[config.mk]
export PLATFORM = sky130hd
export DESIGN_NAME = lsu_dm_master
export DESIGN_NICKNAME = d
export VERILOG_FILES = /design/src/rtl/lsu_dm_master.sv
export SDC_FILE = /design/constraint.sdc
export NUM_CORES = 1
export LEC_CHECK = 0
export ABC_AREA = 1
export BUFFER_PORTS_ARGS = -buffer_cell sky130_fd_sc_hd__buf_2
export CAP_MARGIN = 20
export CORE_MARGIN = 2
export CORE_UTILIZATION = 33
export CTS_BUF_LIST = sky130_fd_sc_hd__clkbuf_4 sky130_fd_sc_hd__clkbuf_8 sky130_fd_sc_hd__clkbuf_16
export DETAILED_ROUTE_END_ITERATION = 10
export PLACE_DENSITY = 0.59
export SYNTH_ARGS = -nofsm -noshare
export SYNTH_HDL_FRONTEND = slang
export SYNTH_SLANG_ARGS = --single-unit
[constraint.sdc]
create_clock -name clk -period 4.21 [get_ports clk]
set_input_delay 0.421 -clock clk [delete_from_list [all_inputs] [get_ports clk]]
set_output_delay 0.421 -clock clk [all_outputs]
set_load 0.05 [all_outputs]
[src/rtl/lsu_dm_master.sv]
// rtl/lsu_dm_master.sv - load/store unit mastering the 4 KB word-addressed data memory
// Sub-word stores read-modify-write through MERGE; loads extract a byte lane and extend it.
module lsu_dm_master #(
  parameter int ADDR_W = 12
) (
  input  logic        clk,
  input  logic        reset,
  input  logic        req_valid,
  output logic        req_ready,
  input  logic        req_write,
  input  logic [1:0]  req_size,
  input  logic        req_signed,
  input  logic [31:0] req_addr,
  input  logic [31:0] req_wdata,
  output logic        rsp_valid,
  output logic [31:0] rsp_rdata,
  output logic        rsp_err,
  output logic [31:0] dm_addr,
  output logic [31:0] dm_din,
  output logic        dm_we,
  input  logic [31:0] dm_dout
);

  typedef enum logic [2:0] {
    S_IDLE,
    S_LOAD,
    S_MERGE,
    S_WRITE,
    S_RESP
  } state_e;

  localparam logic [1:0] SZ_BYTE = 2'b00;
  localparam logic [1:0] SZ_HALF = 2'b01;
  localparam logic [1:0] SZ_WORD = 2'b10;
  localparam logic [1:0] SZ_BAD  = 2'b11;

  state_e      state_q, state_d;
  logic [1:0]  size_q, size_d;
  logic        signed_q, signed_d;
  logic [1:0]  lane_q, lane_d;
  logic [15:0] wdata_q, wdata_d;
  logic [31:0] rdata_q, rdata_d;
  logic        err_q, err_d;
  logic [31:0] dm_addr_q, dm_addr_d;
  logic [31:0] dm_din_q, dm_din_d;

  logic        req_err;
  logic [7:0]  lane_byte;
  logic [15:0] lane_half;
  logic [31:0] load_ext;
  logic [31:0] merged;

  always_comb begin
    req_err = 1'b0;
    if (req_size == SZ_BAD) begin
      req_err = 1'b1;
    end
    if (req_size == SZ_HALF && req_addr[0]) begin
      req_err = 1'b1;
    end
    if (req_size == SZ_WORD && req_addr[1:0] != 2'b00) begin
      req_err = 1'b1;
    end
    if (|req_addr[31:ADDR_W]) begin
      req_err = 1'b1;
    end
  end

  // Little-endian lane selection from the word currently presented by the memory.
  always_comb begin
    lane_byte = 8'h00;
    case (lane_q)
      2'd0: lane_byte = dm_dout[7:0];
      2'd1: lane_byte = dm_dout[15:8];
      2'd2: lane_byte = dm_dout[23:16];
      2'd3: lane_byte = dm_dout[31:24];
      default: lane_byte = 8'h00;
    endcase
    lane_half = lane_q[1] ? dm_dout[31:16] : dm_dout[15:0];

    load_ext = dm_dout;
    case (size_q)
      SZ_BYTE: load_ext = {{24{signed_q & lane_byte[7]}}, lane_byte};
      SZ_HALF: load_ext = {{16{signed_q & lane_half[15]}}, lane_half};
      default: load_ext = dm_dout;
    endcase
  end

  always_comb begin
    merged = dm_dout;
    if (size_q == SZ_BYTE) begin
      case (lane_q)
        2'd0: merged[7:0]   = wdata_q[7:0];
        2'd1: merged[15:8]  = wdata_q[7:0];
        2'd2: merged[23:16] = wdata_q[7:0];
        2'd3: merged[31:24] = wdata_q[7:0];
        default: merged = dm_dout;
      endcase
    end else if (lane_q[1]) begin
      merged[31:16] = wdata_q;
    end else begin
      merged[15:0] = wdata_q;
    end
  end

  always_comb begin
    state_d   = state_q;
    size_d    = size_q;
    signed_d  = signed_q;
    lane_d    = lane_q;
    wdata_d   = wdata_q;
    rdata_d   = rdata_q;
    err_d     = err_q;
    dm_addr_d = dm_addr_q;
    dm_din_d  = dm_din_q;

    case (state_q)
      S_IDLE: begin
        if (req_valid) begin
          size_d   = req_size;
          signed_d = req_signed;
          lane_d   = req_addr[1:0];
          wdata_d  = req_wdata[15:0];
          rdata_d  = 32'h0;
          err_d    = req_err;
          if (req_err) begin
            // Rejected requests leave the memory-side registers untouched.
            state_d = S_RESP;
          end else begin
            dm_addr_d = {req_addr[31:2], 2'b00};
            if (req_write && req_size == SZ_WORD) begin
              dm_din_d = req_wdata;
              state_d  = S_WRITE;
            end else if (req_write) begin
              state_d = S_MERGE;
            end else begin
              state_d = S_LOAD;
            end
          end
        end
      end
      S_LOAD: begin
        rdata_d = load_ext;
        state_d = S_RESP;
      end
      S_MERGE: begin
        dm_din_d = merged;
        state_d  = S_WRITE;
      end
      S_WRITE: begin
        state_d = S_RESP;
      end
      S_RESP: begin
        state_d = S_IDLE;
      end
      default: begin
        state_d = S_IDLE;
      end
    endcase
  end

  always_ff @(posedge clk or posedge reset) begin
    if (reset) begin
      state_q   <= S_IDLE;
      size_q    <= 2'b00;
      signed_q  <= 1'b0;
      lane_q    <= 2'b00;
      wdata_q   <= 16'h0;
      rdata_q   <= 32'h0;
      err_q     <= 1'b0;
      dm_addr_q <= 32'h0;
      dm_din_q  <= 32'h0;
    end else begin
      state_q   <= state_d;
      size_q    <= size_d;
      signed_q  <= signed_d;
      lane_q    <= lane_d;
      wdata_q   <= wdata_d;
      rdata_q   <= rdata_d;
      err_q     <= err_d;
      dm_addr_q <= dm_addr_d;
      dm_din_q  <= dm_din_d;
    end
  end

  // dm_we decodes straight from state so an asynchronous reset drops it at once.
  assign req_ready = (state_q == S_IDLE);
  assign rsp_valid = (state_q == S_RESP);
  assign rsp_err   = (state_q == S_RESP) & err_q;
  assign rsp_rdata = rdata_q;
  assign dm_we     = (state_q == S_WRITE);
  assign dm_addr   = dm_addr_q;
  assign dm_din    = dm_din_q;

endmodule

==> results of run 1 <==
[worst reg2reg max path, cell delays in order (launching register included)]
cell and delay, ns:
dfrtp_1 0.49, inv_1 0.13, nand2_2 0.43, inv_2 0.77
nand3_1 0.19, nand2_1 0.12, nand2_1 0.06, nand2_1 0.08
nand3_1 0.09, nand2_1 0.09
[logic make-up (layout without fill, tap and decap cells)]
group,after synthesis,after routing,synth area share [%]
buffers and inverters,183,368,10.94
flip-flops,119,119,42.08
AND/OR/NAND/NOR,692,692,39.07
other,1,8,0.05299
AO/OA/AOI/OAI,103,103,7.850
[metal layers]
layer  vias up  GRT usage [%]  wire length (um)
met5         -              0                41
met4         6          7.123               540
met3        40          6.121              1619
met2       209          33.80             11180
met1      3377          27.41              9988
li1       3713              -                 -
[cells in the final DEF (no fill, tap or decap), drive strengths merged]
cell / instances
nand2: 440
buf: 212
nor2: 163
inv: 133
dfrtp: 119
nand3: 80
o21ai: 47
a21oi: 42
clkbuf: 17
o211ai: 9
diode: 6
nand4: 5
a22oi: 3
nor3: 3
clkinv: 3
o22ai: 2
conb: 2
bufinv: 2
nor4: 1
clkinvlp: 1
[path summary, 6_finish.rpt]
check	start	to	slack (ns)	depth (start not counted)
max in group asynchronous	reset	rsp_rdata[11]	3.21	3
min reg2reg	dm_din[24]	dm_din[24]	0.47	2
min in group clk	req_wdata[7]	wdata_q[7]	0.22	3
max	size_q[0]	dm_din[24]	1.68	9
min	reset	dm_addr[18]	0.05	2
max reg2reg	size_q[0]	dm_din[24]	1.68	9
[flip-flops by register name, summed over array words and instances (netlist names)]
name       flops
dm_addr       30
dm_din        32
err_q          1
wdata_q       16
size_q         2
signed_q       1
rsp_rdata     32
state_q        3
lane_q         2
[power by group]
part / internal (mW) / switching, mW / leakage (nW)
Combinational: 0.678 / 2.03 / 3.35
Sequential: 1.39 / 0.147 / 1.41
Clock: 0.899 / 0.639 / 0.296
Total: 2.97 / 2.82 / 5.06
[layout make-up]
| type | instances | area [um^2] |
|---|---|---|
| Antenna cell | 6 | 15.01 |
| Clock buffer | 17 | 425.4 |
| Inverter | 124 | 467.9 |
| Timing Repair Buffer | 212 | 1131 |
| Sequential cell | 119 | 2978 |
| Clock inverter | 15 | 180.2 |
| Multi-Input combinational cell | 797 | 3336 |
| Fill cell | 2250 | 12140 |
| Tap cell | 275 | 344.1 |
[metrics by stage]
| stage | cells | hold WS (ns) | area, um^2 | setup WS [ns] |
|---|---|---|---|---|
| after floorplan | 1099 | 0.4805 | 7081 | 0.6315 |
| after global placement | 1525 | 0.4534 | 8202 | 1.649 |
| after detailed placement | 1526 | 0.4537 | 8229 | 1.597 |
| after CTS | 1558 | 0.07340 | 8835 | 1.712 |
| after global routing | 1562 | 0.09689 | 8870 | 1.515 |
| final | 1565 | 0.05019 | 8877 | 1.683 |
==> metrics, run 1 <==
outcome finished clean; Core Area 21020 um^2; Pwr per Cell Area 652.0 nW/um^2; crit start category register; CP Data Arrival Time 2.89 ns; Synth async-reset ratio 100.0%; post-synthesis sequential area ratio 42.08%; critical path cell sequence inv_1 > nand2_2 > inv_2 > nand3_1 > nand2_1 > nand2_1 > nand2_1 > nand3_1 > nand2_1; post-CTS setup buffers 0; Worst Setup End Kind register; setup_tns 0 ns; Top FF cell, synth dfrtp_1; Rows 53; kind of critical path register to register; Vias 7345; Final Util 42.23%; DR WL/cell 14.93 um; Synth area leader dfrtp_1; DRC violations left 0; CTS sink count 119; Skew-Pair Late Insertion Delay 0.43 ns; PnR Total Power 5.788 mW; CTS tree done; Die Height 150.4 um; grt total ovfl 0; Synth Warn # 0; Synth top cells by count nand2_1, nor2_1, dfrtp_1; Max clock buf depth 2; TritonRoute pass-1 iters 8; global placer's final weighted congestion 0.8471; slowest library cell on the worst path inv_2; I/O pin total 203; RSZ-0062 raised after global routing false; antenna-violating nets left 0; I/O Buffers 200; via-per-instance ratio 4.693; Tot GR Track Use 21.14%; Mapped Cells 1098; Die ar. 22630 um^2; fmax 0.3957 GHz; Post-Syn Area per Cell 6.445 um^2; cell repeated most along the worst path nand2_1; detailed placer's ending HPWL 17300 um; Num CTS Buffers 17; CP bufs+invs 2; Slew Viols, Final 0; area grow syn2layout 25.44%; largest net degree at the start of global routing 58; delay-heaviest family, CP simple AND/OR/NAND/NOR gates; CP Data Required Time 4.57 ns; Iteration-0 DRC Markers 502; Post-synth EDFFs 0; Yosys cell types 28; first-pass GRT wire length 36850 um; #FFs+latches synth 119; skew final 0.005205 ns; slowest cell delay on critical path 0.76 ns; hold crit path type input port to asynchronous set/reset pin; WL final 23370 um; initial antenna violation count 9; vias in the first global route 6898; # resized after CTS 0; peak supply drop 339.6 uV; CTS Hold Bufs 0; Slew HR 47.77%; most frequent cell after synthesis nand2_1; H-tree levels 4; Pleak 5.064 nW; Final period util 60.02%; Reg clk slew, reported paths 0.07 ns; worst-path fanout max 39; Least-Margin Pin Slew 0.7822 ns; initial core utilization 33.66%; Tmin final 2.527 ns; share of the synthesized area in the top cell type 42.08%; synth top area cells dfrtp_1, nand2_1, nor2_1, inv_1, nand3_1; max-cap violations 0; die width 150.4 um; clock root cell clkbuf_16; final hold vios 0; fraction of layout cells with a size suffix above 1 20.72%; post-synthesis cell area 7077 um^2; Final setup viols 0; Nets 1374
Power figures use the tool's default switching activity.
==> inputs of run 2 (changes only) <==
Settings changed: ABC_AREA 1 to 0, PLACE_DENSITY 0.59 to 0.62.
Clock period 4.21 ns to 2.1 ns, I/O delays scaled along.
==> metrics, run 2 <==
outcome finished clean; hold crit path type input port to register; Pleak 4.432 nW; Rows 50; I/O pin total 203; sequential share of power 29.9%; crit start category register; Max clock buf depth 2; Tot GR Track Use 19.96%; delay-heaviest family, CP flip-flops; met1 usage 26.34%; antenna-violating nets left 0; fmax 0.5285 GHz; max-cap violations 0; Reg clk slew, reported paths 0.06 ns; worst slack, placed 0.1427 ns; post-synthesis cell area 6286 um^2; die width 142.0 um; hold_ws 0.01277 ns; CTS sink count 119; critical path launch point lane_q[1]; slowest library cell on the worst path dfrtp_2; synth top area cells dfrtp_1, mux2_4, nand2_1, mux2i_1, a22o_1; leading cell types in the layout, fill and taps excluded buf_2, dfrtp_1, nand2_1; skew final 0.008894 ns; clock root cell clkbuf_16; Least-Margin Pin Slew 0.6903 ns; Core Area 18710 um^2; post-synthesis sequential area ratio 47.37%; setup_tns 0 ns; CP Data Arrival Time 2.19 ns; Critical Path End dm_din[12]; met2 Track Usage GR 31.32%; Num CTS Buffers 17; initial core utilization 33.61%; TritonRoute pass-1 iters 5; WL final 19990 um; Tmin final 1.892 ns; Synth top cells by count dfrtp_1, nand2_1, mux2i_1; Worst Setup End Kind register; Post-Syn Area per Cell 10.41 um^2; DR WL/cell 18.68 um; Mapped Cells 604; switching share of power 40.86%; area grow syn2layout 34.75%; I/O Buffers 200; final hold vios 0; Die Height 142.0 um; grt total ovfl 0; Pwr per Cell Area 1313 nW/um^2; Synth async-reset ratio 100.0%; Final setup viols 0; Comb power frac 41.9%; Cell Int Power 6.580 mW; initial antenna violation count 2; Slew Viols, Final 0; share of the synthesized area in the top cell type 47.37%; most common cell after layout, fill and taps aside buf_2; post-CTS setup buffers 0; Slew HR 53.93%; DRC violations left 0; CP bufs+invs 1; Synth Warn # 0; Stages on worst setup path 5; Vias 5471; Nets 925; Clock power frac 28.2%; FF-to-FF End dm_din[12]; worst-path fanout max 10; most frequent cell after synthesis dfrtp_1; first-pass GRT wire length 30330 um; slowest cell delay on critical path 0.48 ns; vias in the first global route 5317; r2r setup slk 0.21 ns; fraction of layout cells with a size suffix above 1 37.17%; Reg2Reg Depth 5; Iteration-0 DRC Markers 465; Top FF cell, synth dfrtp_1; Skew-Pair Late Insertion Delay 0.42 ns; GR Layer Usage met3 6.359%; global placer's final weighted congestion 0.8502; H-tree levels 4; detailed placer's ending HPWL 14250 um; Synth area leader dfrtp_1; GRT busiest layer met2; critical path cell sequence nor2b_1 > buf_4 > o211ai_1 > a22o_1 > mux2_4; CP Data Required Time 2.40 ns; via-per-instance ratio 5.113; CTS tree done; Setup WS post-layout 0.2078 ns; peak supply drop 818.3 uV; Die ar. 20170 um^2; P_sw 4.545 mW; worst r2r src lane_q[1]; largest net degree at the start of global routing 66; #FFs+latches synth 119; kind of critical path register to register; RSZ-0062 raised after global routing false; Yosys cell types 41; Final period util 90.10%; Final Util 45.28%; Post-synth EDFFs 0
run 2: cell count changes after synthesis, sizes merged, moves of 9 or more:
cell | before | now
mux2 | 0 | 42
o21ai | 47 | 26
nand2 | 440 | 104
a21oi | 42 | 33
a22o | 0 | 35
nor2b | 0 | 25
nand2b | 0 | 20
nor2 | 163 | 19
mux2i | 0 | 36
inv | 123 | 15
buf | 47 | 21
mux4 | 0 | 9
nand3 | 80 | 19
clkbuf | 12 | 26
run 2: area by class of cell:
class                   count  area, um^2
fillers                  1768       10230
clock inverters            11       172.7
flip-flops and latches    119        2980
multi-input cells         424        3050
diodes                      2       5.005
inverters                  15       60.06
clock buffers              20       460.4
well taps                 234       292.8
repair buffers            245        1449
run 2: how the worst min path moves through the flow:
stage	start	to	slack (ns)	depth (start not counted)
after global routing	req_addr[10]	dm_addr[10]	0.007	2
after floorplan	req_addr[0]	lane_q[0]	0.32	2
final	req_wdata[2]	wdata_q[2]	0.01	3
after detailed placement	reset	dm_din[3]	0.21	2
after CTS	req_wdata[13]	wdata_q[13]	0.000007	3
after global placement	reset	dm_din[3]	0.21	2
run 2: logic make-up (layout without fill, tap and decap cells):
logic type,after synthesis,in the layout,share of synthesized area (%)
mux,87,87,18.27
other cells,1,4,0.05966
compound gates,132,132,14.61
buf+inv,62,291,4.498
flops,119,119,47.37
simple gates,203,203,15.19
run 2: power groups by stage:
| stage | clock (mW) | combinational (mW) | sequential [mW] |
|---|---|---|---|
| 2_1_floorplan | 0 | 2.55 | 4.10 |
| 3_3_place_gp | 0 | 4.60 | 3.35 |
| 3_5_place_dp | 0 | 4.64 | 3.34 |
| 4_1_cts | 3.20 | 4.67 | 3.32 |
| 5_1_grt | 3.32 | 4.97 | 3.38 |
| 6_report | 3.14 | 4.66 | 3.32 |
run 2: routing by layer:
metal | part of all wire, % | wire [um] | vias up
li1 | - | - | 2582
met1 | 43 | 8673 | 2644
met2 | 47 | 9447 | 219
met3 | 7.2 | 1444 | 26
met4 | 2.1 | 420 | 0
met5 | 0 | 0 | -
run 2: through the flow:
| step | area, um^2 | std cells | power, mW |
|---|---|---|---|
| 2_1_floorplan | 6304 | 605 | 6.653 |
| 3_3_place_gp | 7641 | 1018 | 7.945 |
| 3_5_place_dp | 7641 | 1018 | 7.977 |
| 5_1_grt | 8468 | 1069 | 11.67 |
| 6_report | 8471 | 1070 | 11.12 |
| 4_1_cts | 8464 | 1068 | 11.19 |
run 2: repair_timing:
| action | in CTS | in global routing |
|---|---|---|
| hold endpoints to repair | 29 | 0 |
| resized for setup | 0 | 1 |
| setup endpoints to repair | 0 | 2 |
| hold buffers | 19 | 0 |
run 2: tightest hold or removal path: cells and delay by family:
family / cells / cell delay, ns
buffers and inverters: 1 / 0.09
AND/OR/NAND/NOR: 2 / 0.09
